<file path="src/rtl/fq_pkg.sv">
// Shared types and constants for the fetch queue: entry layout, instruction-memory window, default depth.
// Also holds the fetch address-error rule so the queue and any neighbour agree on it.
package fq_pkg;

  localparam int unsigned FQ_DEPTH = 4;

  localparam logic [31:0] IM_BASE  = 32'h0000_3000;
  localparam logic [31:0] IM_LIMIT = 32'h0000_6FFF;

  typedef struct packed {
    logic [31:0] pc;
    logic [31:0] instr;
    logic        exc;
  } fq_entry_t;

  // AdEL: misaligned word fetch or a PC outside the instruction-memory window.
  function automatic logic fetch_addr_err(input logic [31:0] pc);
    return (pc[1:0] != 2'b00) || (pc < IM_BASE) || (pc > IM_LIMIT);
  endfunction

endpackage

</file>
<file path="src/rtl/fq_storage.sv">
// DEPTH x entry register array: one synchronous write port, one combinational read port.
// Zero-cycle read latency; no flow control of its own, the owner gates the write enable.
module fq_storage
  import fq_pkg::*;
#(
  parameter int unsigned DEPTH = FQ_DEPTH
) (
  input  logic                     clk,
  input  logic                     wr_en_i,
  input  logic [$clog2(DEPTH)-1:0] wr_addr_i,
  input  fq_entry_t                wr_dat_i,
  input  logic [$clog2(DEPTH)-1:0] rd_addr_i,
  output fq_entry_t                rd_dat_o
);

  fq_entry_t mem_q [DEPTH];

  // Contents are never reset; the owner masks unoccupied entries.
  always_ff @(posedge clk) begin
    if (wr_en_i) begin
      mem_q[wr_addr_i] <= wr_dat_i;
    end
  end

  assign rd_dat_o = mem_q[rd_addr_i];

endmodule

</file>
<file path="src/rtl/fetch_queue.sv">
// Fetch-to-decode instruction queue; push visible at outputs one cycle later (no bypass).
// in_ready depends only on occupancy; flush empties the queue and wins over push/pop.
module fetch_queue
  import fq_pkg::*;
#(
  parameter int unsigned DEPTH    = FQ_DEPTH,
  parameter logic [31:0] RESET_PC = 32'h0000_3000
) (
  input  logic                   clk,
  input  logic                   reset,
  input  logic                   in_valid,
  input  logic [31:0]            in_pc,
  input  logic [31:0]            in_instr,
  output logic                   in_ready,
  output logic                   out_valid,
  output logic [31:0]            out_pc,
  output logic [31:0]            out_instr,
  output logic                   out_exc,
  input  logic                   out_ready,
  input  logic                   flush,
  output logic [$clog2(DEPTH):0] count
);

  localparam int unsigned AW = $clog2(DEPTH);
  localparam int unsigned CW = AW + 1;

  logic [AW-1:0] head_q, head_d;
  logic [AW-1:0] tail_q, tail_d;
  logic [CW-1:0] count_q, count_d;

  logic      push;
  logic      pop;
  logic      wr_en;
  fq_entry_t wr_dat;
  fq_entry_t head_ent;

  assign in_ready  = (count_q != CW'(DEPTH));
  assign out_valid = (count_q != '0);
  assign count     = count_q;

  assign push = in_valid && in_ready;
  assign pop  = out_valid && out_ready;

  assign wr_en        = push && !flush && !reset;
  assign wr_dat.pc    = in_pc;
  assign wr_dat.instr = in_instr;
  assign wr_dat.exc   = fetch_addr_err(in_pc);

  always_comb begin
    head_d  = head_q;
    tail_d  = tail_q;
    count_d = count_q;
    if (flush) begin
      head_d  = '0;
      tail_d  = '0;
      count_d = '0;
    end else begin
      if (push) begin
        tail_d = tail_q + AW'(1);
      end
      if (pop) begin
        head_d = head_q + AW'(1);
      end
      unique case ({push, pop})
        2'b10:   count_d = count_q + CW'(1);
        2'b01:   count_d = count_q - CW'(1);
        default: count_d = count_q;
      endcase
    end
  end

  always_ff @(posedge clk) begin
    if (reset) begin
      head_q  <= '0;
      tail_q  <= '0;
      count_q <= '0;
    end else begin
      head_q  <= head_d;
      tail_q  <= tail_d;
      count_q <= count_d;
    end
  end

  fq_storage #(
    .DEPTH (DEPTH)
  ) u_storage (
    .clk       (clk),
    .wr_en_i   (wr_en),
    .wr_addr_i (tail_q),
    .wr_dat_i  (wr_dat),
    .rd_addr_i (head_q),
    .rd_dat_o  (head_ent)
  );

  // Stale storage must never leak out while empty.
  always_comb begin
    if (out_valid) begin
      out_pc    = head_ent.pc;
      out_instr = head_ent.instr;
      out_exc   = head_ent.exc;
    end else begin
      out_pc    = RESET_PC;
      out_instr = '0;
      out_exc   = 1'b0;
    end
  end

endmodule

</file>
<file path="config.mk">
export PLATFORM = sky130hd
export DESIGN_NAME = fetch_queue
export DESIGN_NICKNAME = d
export VERILOG_FILES = /design/src/rtl/fq_pkg.sv /design/src/rtl/fq_storage.sv /design/src/rtl/fetch_queue.sv
export SDC_FILE = /design/constraint.sdc
export NUM_CORES = 1
export LEC_CHECK = 0
export ABC_AREA = 1
export CAP_MARGIN = 10
export CORE_MARGIN = 10
export CORE_UTILIZATION = 57
export DETAILED_ROUTE_END_ITERATION = 10
export DONT_BUFFER_PORTS = 1
export HOLD_SLACK_MARGIN = 0.12
export PLACE_DENSITY = 0.82
export SYNTH_ARGS = -nofsm -noshare
export SYNTH_HDL_FRONTEND = slang
export SYNTH_SLANG_ARGS = --single-unit
</file>
<file path="constraint.sdc">
create_clock -name clk -period 4.24 [get_ports clk]
set_input_delay 0.424 -clock clk [delete_from_list [all_inputs] [get_ports clk]]
set_output_delay 0.424 -clock clk [all_outputs]
set_load 0.05 [all_outputs]
</file>
==> metrics, run 1 <==
routed via count=7069; Die Outline Area=24600 µm²; portion of synthesized cell area occupied by the leading cell type=0.732; Final Max Slew Viols=0; end of the worst hold path=tail_q[0]$_SDFFE_PP0P_; wire length of the first global-routing pass=38700 µm; Post-DP HPWL=13800 µm; Pwr per Cell Area=450 nW/µm²; share of final-layout standard cells stronger than drive strength 1=0.128; global-route usage over all layers=0.198; number of enable flip-flop cells after synthesis=260; share of synthesized flip-flops with an asynchronous set or reset=0; post-cts resize count=0; routability cong.=0.756; number of detailed-route iterations in the first pass=5; worst reg2reg setup slack=1.57 ns; Fillers=1114; cell with the most instances after synthesis=sky130_fd_sc_hd__nor2_1; post-detailed-route via-to-cell ratio=5.73; area of all sequential standard cells=7990 µm²; final setup vio count=0; detailed-route wire length=25200 µm; cell count of the worst hold path=3; register bit total from synthesis=269; Arr. time, crit path=3.11 ns; static power due to leakage=4.52 nW; clock sink count=269; Area growth, synth to finish=20.0%; max_slew headroom=0.226; top-level I/O count=139; launching element of the worst setup path=count[0]$_SDFFE_PP0P_; Num CTS Buffers=26; f_max=0.283 GHz; number of nets with antenna violations after detailed routing=0; min Tclk post-route=3.53 ns; post-synthesis cell count=860; footprint of the multi-input gates=2320 µm²; Synth Warn #=0; Avg Synthesized Cell Area=12.4 µm²; NumNets Final=1060; clock tree from TritonCTS=yes; antenna violations before repair=0; number of global-route vias before repair=7287; run status=finished clean; number of cells in the finished layout apart from fillers=1233; share of the cycle needed by the critical path after routing=0.832; worst-case clock buffer depth=3; Iteration-0 DRC Markers=608; clock root buffer=sky130_fd_sc_hd__clkbuf_16; library cell occupying the most area in the post-synthesis netlist=sky130_fd_sc_hd__edfxtp_1; maximum vdd ir drop=429 µV; critical path startpoint category=flip-flop; dominant synthesized flop cell=sky130_fd_sc_hd__edfxtp_1; PortBufs=0; post-CTS setup buffer count=0; maximum fanout along the worst path=41; path class of the lowest-slack min-delay path=in -> reg; start point of the worst min-delay path=in_valid; ANT cells=0; worst reg2reg path endpoint=count[2]$_SDFFE_PP0P_; H-tree depth=1; Core Box Area=18200 µm²; count of max-cap constraint violations=0; later-pin clock latency in the skew report=0.52 ns; element type at the critical path end=primary output; top cells by area, synth=sky130_fd_sc_hd__edfxtp_1 (73%), sky130_fd_sc_hd__nor2_1 (9.7%), sky130_fd_sc_hd__o21ai_1 (4.1%); nets in the synthesized netlist=935; unrepaired setup endpoints after global routing=no; routed length per placed instance=20.5 µm; sequential-to-total area share from yosys stat=0.749; largest net degree at the start of global routing=106; number of placed instances, taps included=1120; number of distinct library cell variants in the gate-level netlist after synthesis=22; DIE WIDTH=157 µm; effective utilization at floorplan=0.586; worst endpoint required time=3.82 ns; PnR worst setup slack=0.711 ns; gr ovfl total=0; count of hold buffers inserted by post-cts repair=66; worst r2r src=count[2]$_SDFFE_PP0P_; most frequent cells after synthesis=sky130_fd_sc_hd__nor2_1 (277), sky130_fd_sc_hd__edfxtp_1 (260), sky130_fd_sc_hd__o21ai_1 (88); Placement Rows=49; Setup CP Type=reg -> out; clock transition time at the flip-flop clock pins of the worst setup and hold paths=0.06 ns; Final Hold Violating Endpoints=0; Vert. Die Dim=157 µm; total DRC errors in the routed layout=0; Post-Synthesis Cell Area=10700 µm²; count of cells along the worst register-to-register path=13; Fin Clk Skew=0.0157 ns; worst slack, placed=1.24 ns; final core occ=0.703; slew at the pin with the worst max-slew slack=1.16 ns
worst max-delay path: stages, from the launching register on:
cell,delay [ns]
sky130_fd_sc_hd__dfxtp_1,0.51
sky130_fd_sc_hd__nor2_2,0.27
sky130_fd_sc_hd__nand2_2,0.29
sky130_fd_sc_hd__inv_2,0.76
sky130_fd_sc_hd__buf_4,0.44
sky130_fd_sc_hd__a21oi_1,0.10
sky130_fd_sc_hd__buf_4,0.21
how the worst max path moves through the flow:
stage,end,slack (ns)
3_3_place_gp,out_instr[5],1.33
6_report,out_instr[0],0.71
5_1_grt,out_instr[6],0.54
3_5_place_dp,out_instr[7],1.24
2_1_floorplan,u_storage.mem_q[0][0]$_DFFE_PP_,-0.15
4_1_cts,out_instr[7],0.69
through the flow:
step           power [mW]  hold slack, ns  area (µm²)  setup TNS (ns)
2_1_floorplan        3.35           0.460       10700          -38.97
4_1_cts              5.79           0.135       12800               0
3_5_place_dp         3.48           0.481       11300               0
3_3_place_gp         3.47           0.470       11300               0
6_report             5.76           0.148       12800               0
5_1_grt              5.93           0.142       12800               0
routing by layer:
metal | global-route usage | share of wire | vias to the layer above
met5 | 0 | 0 | -
met4 | 0.0697 | 0.025 | 0
met3 | 0.0351 | 0.070 | 49
met2 | 0.354 | 0.53 | 311
met1 | 0.236 | 0.38 | 3436
li1 | - | - | 3273
layout by cell type (no fill, tap or decap):
master                            n
sky130_fd_sc_hd__fa_1             1
sky130_fd_sc_hd__nand3_1          6
sky130_fd_sc_hd__clkinv_2         5
sky130_fd_sc_hd__inv_2            2
sky130_fd_sc_hd__dfxtp_2          1
sky130_fd_sc_hd__nand2_1         27
sky130_fd_sc_hd__dfxtp_4          1
sky130_fd_sc_hd__nand2_2          1
sky130_fd_sc_hd__nor2_1         273
sky130_fd_sc_hd__clkbuf_8         4
sky130_fd_sc_hd__inv_1           17
sky130_fd_sc_hd__ha_1             5
sky130_fd_sc_hd__nor2_4           4
sky130_fd_sc_hd__nand3b_1         1
sky130_fd_sc_hd__buf_4           79
sky130_fd_sc_hd__clkbuf_1         7
sky130_fd_sc_hd__clkinv_1         2
sky130_fd_sc_hd__edfxtp_1       260
sky130_fd_sc_hd__buf_12           1
sky130_fd_sc_hd__dfxtp_1          7
sky130_fd_sc_hd__a21oi_1         71
sky130_fd_sc_hd__o21ai_1         89
sky130_fd_sc_hd__bufinv_16        2
sky130_fd_sc_hd__a21boi_1         1
sky130_fd_sc_hd__nor2_2           1
sky130_fd_sc_hd__clkbuf_16       27
sky130_fd_sc_hd__nor3_1           1
sky130_fd_sc_hd__o21ai_0         41
sky130_fd_sc_hd__inv_4            1
sky130_fd_sc_hd__dlygate4sd3_1   66
report_power, final:
part / internal, mW / switching (mW) / total [mW]
registers: 2.95 / 0.0188 / 2.97
logic: 0.152 / 0.385 / 0.538
clock network: 1.35 / 0.905 / 2.26
sequential cells by signal (all words and copies together), names as in the netlist, named ones only:
| register | flops |
|---|---|
| tail_q | 2 |
| count | 3 |
| u_storage.mem_q | 260 |
| head_q | 2 |
logic make-up (layout without fill, tap and decap cells):
kind of cell,after synthesis,after routing,share of synthesized area
flops,269,269,0.749
buf+inv,69,213,0.0361
fa+ha+maj,6,6,0.00774
simple gates,314,314,0.112
compound gates,202,202,0.0950
area by class of cell:
type                            instances  share of cell area
Clock buffer                           38              0.0591
Tap cell                              229              0.0224
Inverter                               20             0.00606
Multi-Input combinational cell        522               0.181
Sequential cell                       269               0.624
Clock inverter                          9             0.00723
Timing Repair Buffer                  146              0.0995
(Power assumes the default switching activity.)
==> inputs of run 2 (changes only) <==
Clock period 4.24 ns to 2.9 ns, I/O delays scaled along.
==> run 2 against run 1 <==
Global-route usage fell by 0.15 points; total power rose by 50%; combinational power rose by 52%; final area rose by 1.2%; largest power group unchanged; highest routed layer unchanged.
==> metrics, run 2 (synthesis results as in run 1) <==
cell with the largest stage delay on the worst path=sky130_fd_sc_hd__inv_2; Final Max Slew Viols=0 (unchanged); most used cell, CP=sky130_fd_sc_hd__buf_4; layer with the highest usage after global routing=met2; Num CTS Buffers=27 (+3.8%); final core occ=0.711 (+0.00818); global-route usage over all layers=0.197 (-0.00154); Setup CP Type=reg -> out; largest net degree at the start of global routing=131 (+24%); Final Hold Violating Endpoints=0 (unchanged); PnR worst setup slack=0.0994 ns (-0.611 ns); top library cells by usage in the layout, fill and taps aside=sky130_fd_sc_hd__nor2_1 (273), sky130_fd_sc_hd__edfxtp_1 (260), sky130_fd_sc_hd__o21ai_1 (89), sky130_fd_sc_hd__buf_4 (81), sky130_fd_sc_hd__a21oi_1 (71); H-tree depth=1 (unchanged); Die Outline Area=24600 µm² (unchanged); effective utilization at floorplan=0.586 (unchanged); PortBufs=0 (unchanged); max_slew headroom=0.467 (+0.240); number of detailed-route iterations in the first pass=5 (unchanged); instance area at placement=11400 µm² (+0.67%); largest register by flop count=u_storage.mem_q; Critical Path, Cell by Cell=inv_1 -> nand2_2 -> inv_2 -> buf_4 -> a21oi_1 -> buf_4; sum of negative setup slack=0 ns (unchanged); share of final-layout standard cells stronger than drive strength 1=0.133 (+0.00491); routed via count=7096 (+0.38%); path class of the lowest-slack min-delay path=in -> reg; Fillers=1131 (+1.5%); stage delay of the slowest cell on the critical path=0.57 ns (-0.19 ns); most common cell after layout, fill and taps aside=sky130_fd_sc_hd__nor2_1; GR Util met1=0.261 (+0.0251); detailed-route wire length=25100 µm (-0.34%); ANT cells=0 (unchanged); post-detailed-route via-to-cell ratio=5.72 (-0.27%); element type at the critical path end=primary output; worst slack, placed=0.547 ns (-0.698 ns); f_max=0.357 GHz; Pwr per Cell Area=665 nW/µm² (+48%); NumNets Final=1069 (+0.85%); routed length per placed instance=20.3 µm (-0.99%); final setup vio count=0 (unchanged); Iteration-0 DRC Markers=757 (+25%); number of cells in the finished layout apart from fillers=1241 (+0.65%); share of the cycle needed by the critical path after routing=0.966; static power due to leakage=4.59 nW (+1.6%); number of flip-flops in the largest register=260 (unchanged); Placement Rows=49 (unchanged); top-level I/O count=139 (unchanged); grt met2 use=0.326 (-0.0286); Area growth, synth to finish=21.4%; Post-DP HPWL=14300 µm (+3.6%); tightest hold margin=0.224 ns (+0.0763 ns); maximum vdd ir drop=395 µV (-7.9%); critical path startpoint category=flip-flop; final standard cell area without fillers=13000 µm² (+1.2%); buffering stage count on the worst path with inverters included=4 (+1); clock tree from TritonCTS=yes; Vert. Die Dim=157 µm (unchanged); routability cong.=0.781 (+3.2%); Arr. time, crit path=2.51 ns (-0.60 ns); met3 usage in global routing=0.0414 (+0.00630); category of cells accounting for the largest share of critical-path delay=buffers and inverters; clock sink count=269 (unchanged); number of nets with antenna violations after detailed routing=0 (unchanged); gr ovfl total=0 (unchanged); worst endpoint required time=2.61 ns (-1.21 ns); DIE WIDTH=157 µm (unchanged); total power=8.62 mW (+50%); wire length of the first global-routing pass=38300 µm (-0.91%); min Tclk post-route=2.80 ns; later-pin clock latency in the skew report=0.51 ns (about the same); worst-case clock buffer depth=3 (unchanged); clock root buffer=sky130_fd_sc_hd__clkbuf_16; antenna violations before repair=0 (unchanged); Fin Clk Skew=0.00682 ns (-0.00892 ns); maximum fanout along the worst path=33 (-20%); Core Box Area=18200 µm² (unchanged); run status=finished clean; number of global-route vias before repair=6941 (-4.7%); total DRC errors in the routed layout=0 (unchanged); number of placed instances, taps included=1125 (+0.45%); clock transition time at the flip-flop clock pins of the worst setup and hold paths=0.06 ns (about the same); slew at the pin with the worst max-slew slack=0.800 ns (-0.361 ns); count of max-cap constraint violations=0 (unchanged); unrepaired setup endpoints after global routing=no
[run 2: changes by cell type in the layout (fill, tap and decap cells not counted)]
cell,delta
sky130_fd_sc_hd__buf_4,+2
sky130_fd_sc_hd__buf_12,+3
sky130_fd_sc_hd__clkbuf_1,-4
sky130_fd_sc_hd__bufinv_16,+3
sky130_fd_sc_hd__dlygate4sd3_1,+3
sky130_fd_sc_hd__clkinvlp_4,+1
sky130_fd_sc_hd__dfxtp_1,-1
sky130_fd_sc_hd__clkbuf_8,-4
sky130_fd_sc_hd__dfxtp_2,+1
sky130_fd_sc_hd__clkinv_1,+4
[run 2: cell type report]
cell class	instances	area (µm²)	share of cell area
sequential	269	7990	0.617
multi-input combinational	522	2320	0.179
timing repair buffer	154	1380	0.106
clock buffer	30	687	0.0530
tap	229	287	0.0221
clock inverter	17	205	0.0158
inverter	20	77.6	0.00599
[run 2: power by group]
part | internal (mW) | switching, mW | total, mW
clock network | 2.13 | 1.34 | 3.48
registers | 4.31 | 0.0152 | 4.32
logic | 0.235 | 0.583 | 0.817
[run 2: repair_timing]
item                                    4_1_cts  5_1_grt
gates resized for setup                       1        0
hold buffers                                 69        0
setup buffers                                 0        0
endpoints found under the setup margin        1        0
hold endpoints to repair                    265        0
[run 2: worst paths after layout]
check	startpoint	cells past startpoint	to	slack [ns]
worst max-delay path	count[2]$_SDFFE_PP0P_	6	out_instr[11]	0.1
worst min-delay path	in_pc[30]	4	u_storage.mem_q[2][0]$_DFFE_PP_	0.22
worst max register to register	count[2]$_SDFFE_PP0P_	4	u_storage.mem_q[0][29]$_DFFE_PP_	0.67
worst min register to register	tail_q[1]$_SDFFE_PP0P_	2	tail_q[1]$_SDFFE_PP0P_	0.52
[run 2: metal layers]
layer,part of all wire,vias up
met1,0.40,3397
met5,0,-
li1,-,3285
met3,0.089,39
met2,0.49,375
met4,0.015,0
[run 2: worst register-to-register path: stages, from the launching register on]
cell and delay [ns]:
sky130_fd_sc_hd__dfxtp_2 0.42, sky130_fd_sc_hd__a21boi_1 0.35, sky130_fd_sc_hd__nand2_1 0.32, sky130_fd_sc_hd__nor2_4 0.40, sky130_fd_sc_hd__buf_4 0.40
==> inputs of run 3 (changes only) <==
Settings changed: GPL_TIMING_DRIVEN set to 0, SETUP_SLACK_MARGIN set to 0.15.
==> run 3 against run 2 <==
Die area unchanged; register-to-register slack got worse by 0.34 ns; flip-flop and latch count unchanged; count of clock-buffer cells in the layout increased by 5; sequential share of layout area decreased by 2.1 points; via count increased by 1.0%; cell count decreased by 1.9%; worst setup slack improved by 0.093 ns; total power decreased by 1.0%; maximum frequency increased by 3.4%; global-route usage increased by 2.9 points; highest routed layer unchanged.
==> metrics, run 3 (synthesis results as in run 1) <==
run status=finished clean; global-route usage over all layers=0.226 (+0.0293); path class of the lowest-slack min-delay path=in -> reg; Vert. Die Dim=157 µm (unchanged); most common cell after layout, fill and taps aside=sky130_fd_sc_hd__nor2_1; top library cells by usage in the layout, fill and taps aside=sky130_fd_sc_hd__nor2_1 (273), sky130_fd_sc_hd__edfxtp_1 (260), sky130_fd_sc_hd__o21ai_1 (89), sky130_fd_sc_hd__dlygate4sd3_1 (70), sky130_fd_sc_hd__a21oi_4 (60); largest register by flop count=u_storage.mem_q; PortBufs=0 (unchanged); worst endpoint required time=2.61 ns (about the same); element type at the critical path end=primary output; clock sink count=269 (unchanged); worst slack, placed=-0.142 ns (-0.689 ns); instance area at placement=11100 µm² (-1.9%); Pwr per Cell Area=636 nW/µm² (-4.5%); Setup CP Type=reg -> out; Fillers=1069 (-5.5%); Final Hold Violating Endpoints=0 (unchanged); min Tclk post-route=2.71 ns (-0.0932 ns); cell with the largest stage delay on the worst path=sky130_fd_sc_hd__buf_2; final standard cell area without fillers=13400 µm² (+3.6%); Arr. time, crit path=2.42 ns (-0.09 ns); Final Max Slew Viols=0 (unchanged); routed length per placed instance=23.4 µm (+15%); share of final-layout standard cells stronger than drive strength 1=0.168 (+0.0344); final setup vio count=0 (unchanged); f_max=0.369 GHz (+3.4%); wire length of the first global-routing pass=42900 µm (+12%); stage delay of the slowest cell on the critical path=0.53 ns (-0.04 ns); maximum vdd ir drop=549 µV (+39%); number of detailed-route iterations in the first pass=5 (unchanged); routability cong.=0.767 (-1.7%); clock transition time at the flip-flop clock pins of the worst setup and hold paths=0.06 ns (about the same); post-detailed-route via-to-cell ratio=5.89 (+3.0%); NumNets Final=1046 (-2.2%); largest net degree at the start of global routing=30 (-77%); Num CTS Buffers=27 (unchanged); number of placed instances, taps included=1097 (-2.5%); total power=8.53 mW (-1.0%); routed via count=7170 (+1.0%); clock root buffer=sky130_fd_sc_hd__clkbuf_16; later-pin clock latency in the skew report=0.52 ns (about the same); share of the cycle needed by the critical path after routing=0.934 (-0.0321); count of max-cap constraint violations=0 (unchanged); clock tree from TritonCTS=yes; number of nets with antenna violations after detailed routing=0 (unchanged); ANT cells=0 (unchanged); Core Box Area=18200 µm² (unchanged); Post-DP HPWL=15800 µm (+11%); sum of negative setup slack=0 ns (unchanged); PnR worst setup slack=0.193 ns (+0.0932 ns); top-level I/O count=139 (unchanged); number of flip-flops in the largest register=260 (unchanged); Placement Rows=49 (unchanged); max_slew headroom=0.286 (-0.181); DIE WIDTH=157 µm (unchanged); effective utilization at floorplan=0.586 (unchanged); Fin Clk Skew=0.00863 ns (+0.00181 ns); H-tree depth=1 (unchanged); worst reg2reg setup slack=0.33 ns (-0.34 ns); number of global-route vias before repair=7492 (+7.9%); Area growth, synth to finish=25.8%; total DRC errors in the routed layout=0 (unchanged); Iteration-0 DRC Markers=604 (-20%); maximum fanout along the worst path=10 (-70%); critical path startpoint category=flip-flop; detailed-route wire length=28500 µm (+13%); area of all sequential standard cells=7990 µm² (unchanged); unrepaired setup endpoints after global routing=yes; slew at the pin with the worst max-slew slack=1.06 ns (+0.264 ns); Die Outline Area=24600 µm² (unchanged); worst-case clock buffer depth=3 (unchanged); antenna violations before repair=0 (unchanged); footprint of the multi-input gates=3020 µm² (+30%); Critical Path, Cell by Cell=nor2_2 -> nand2_4 -> inv_2 -> buf_2 -> a21oi_4; static power due to leakage=4.44 nW (-3.3%); gr ovfl total=0 (unchanged); number of cells in the finished layout apart from fillers=1218 (-1.9%)
-- run 3: cell types whose count changed in the layout (fill, tap and decap cells not counted), moves of 3 or more --
| cell | before | now |
|---|---|---|
| sky130_fd_sc_hd__buf_4 | 81 | 9 |
| sky130_fd_sc_hd__a21oi_1 | 71 | 8 |
| sky130_fd_sc_hd__a21oi_4 | 0 | 60 |
| sky130_fd_sc_hd__buf_2 | 0 | 24 |
| sky130_fd_sc_hd__clkbuf_1 | 3 | 13 |
| sky130_fd_sc_hd__buf_6 | 0 | 9 |
| sky130_fd_sc_hd__a21oi_2 | 0 | 3 |
| sky130_fd_sc_hd__buf_12 | 4 | 7 |
| sky130_fd_sc_hd__clkbuf_2 | 0 | 3 |
-- run 3: through the flow --
stage	hold slack [ns]	utilization
after floorplan	0.389	-
after global placement	0.389	0.602
after detailed placement	0.389	0.612
after CTS	0.145	0.735
after global routing	0.177	0.737
final	0.177	0.737
-- run 3: layout make-up --
cell class	count	area share
multi-input cells	523	0.225
clock inverters	12	0.00970
inverters	20	0.00559
well taps	229	0.0214
flip-flops and latches	269	0.596
plain buffers	49	0.0235
clock buffers	35	0.0526
repair buffers	81	0.0664
-- run 3: path summary, 6_finish.rpt --
kind,start,to,cells past startpoint
setup / recovery,count[0]$_SDFFE_PP0P_,out_pc[14],5
hold / removal,in_pc[30],u_storage.mem_q[2][0]$_DFFE_PP_,4
setup reg to reg,count[0]$_SDFFE_PP0P_,u_storage.mem_q[2][23]$_DFFE_PP_,5
hold reg to reg,tail_q[0]$_SDFFE_PP0P_,tail_q[0]$_SDFFE_PP0P_,2
-- run 3: what timing repair did --
item | 4_1_cts | 5_1_grt
cloned | 1 | 0
pin swaps | 1 | 2
hold buffers | 70 | 0
hold endpoints to repair | 265 | 0
resized for setup | 127 | 3
setup buffers | 0 | 3
endpoints found under the setup margin | 127 | 106
-- run 3: power breakdown --
part / internal [mW] / switching, mW
registers: 4.31 / 0.0240
logic: 0.208 / 0.668
clock network: 1.97 / 1.36
-- run 3: worst max-delay path: cells and delay by family, from the launching register on --
family          cells  cell delay, ns
compound gates      1            0.18
buf+inv             2            0.81
flops               1            0.43
simple gates        2            0.48
-- run 3: metal layers --
layer | up-vias | share of wire | GRT usage
li1 | 3250 | - | -
met4 | 0 | 0.028 | 0.0688
met5 | - | 0 | 0
met3 | 56 | 0.079 | 0.0526
met2 | 309 | 0.51 | 0.395
met1 | 3555 | 0.38 | 0.273
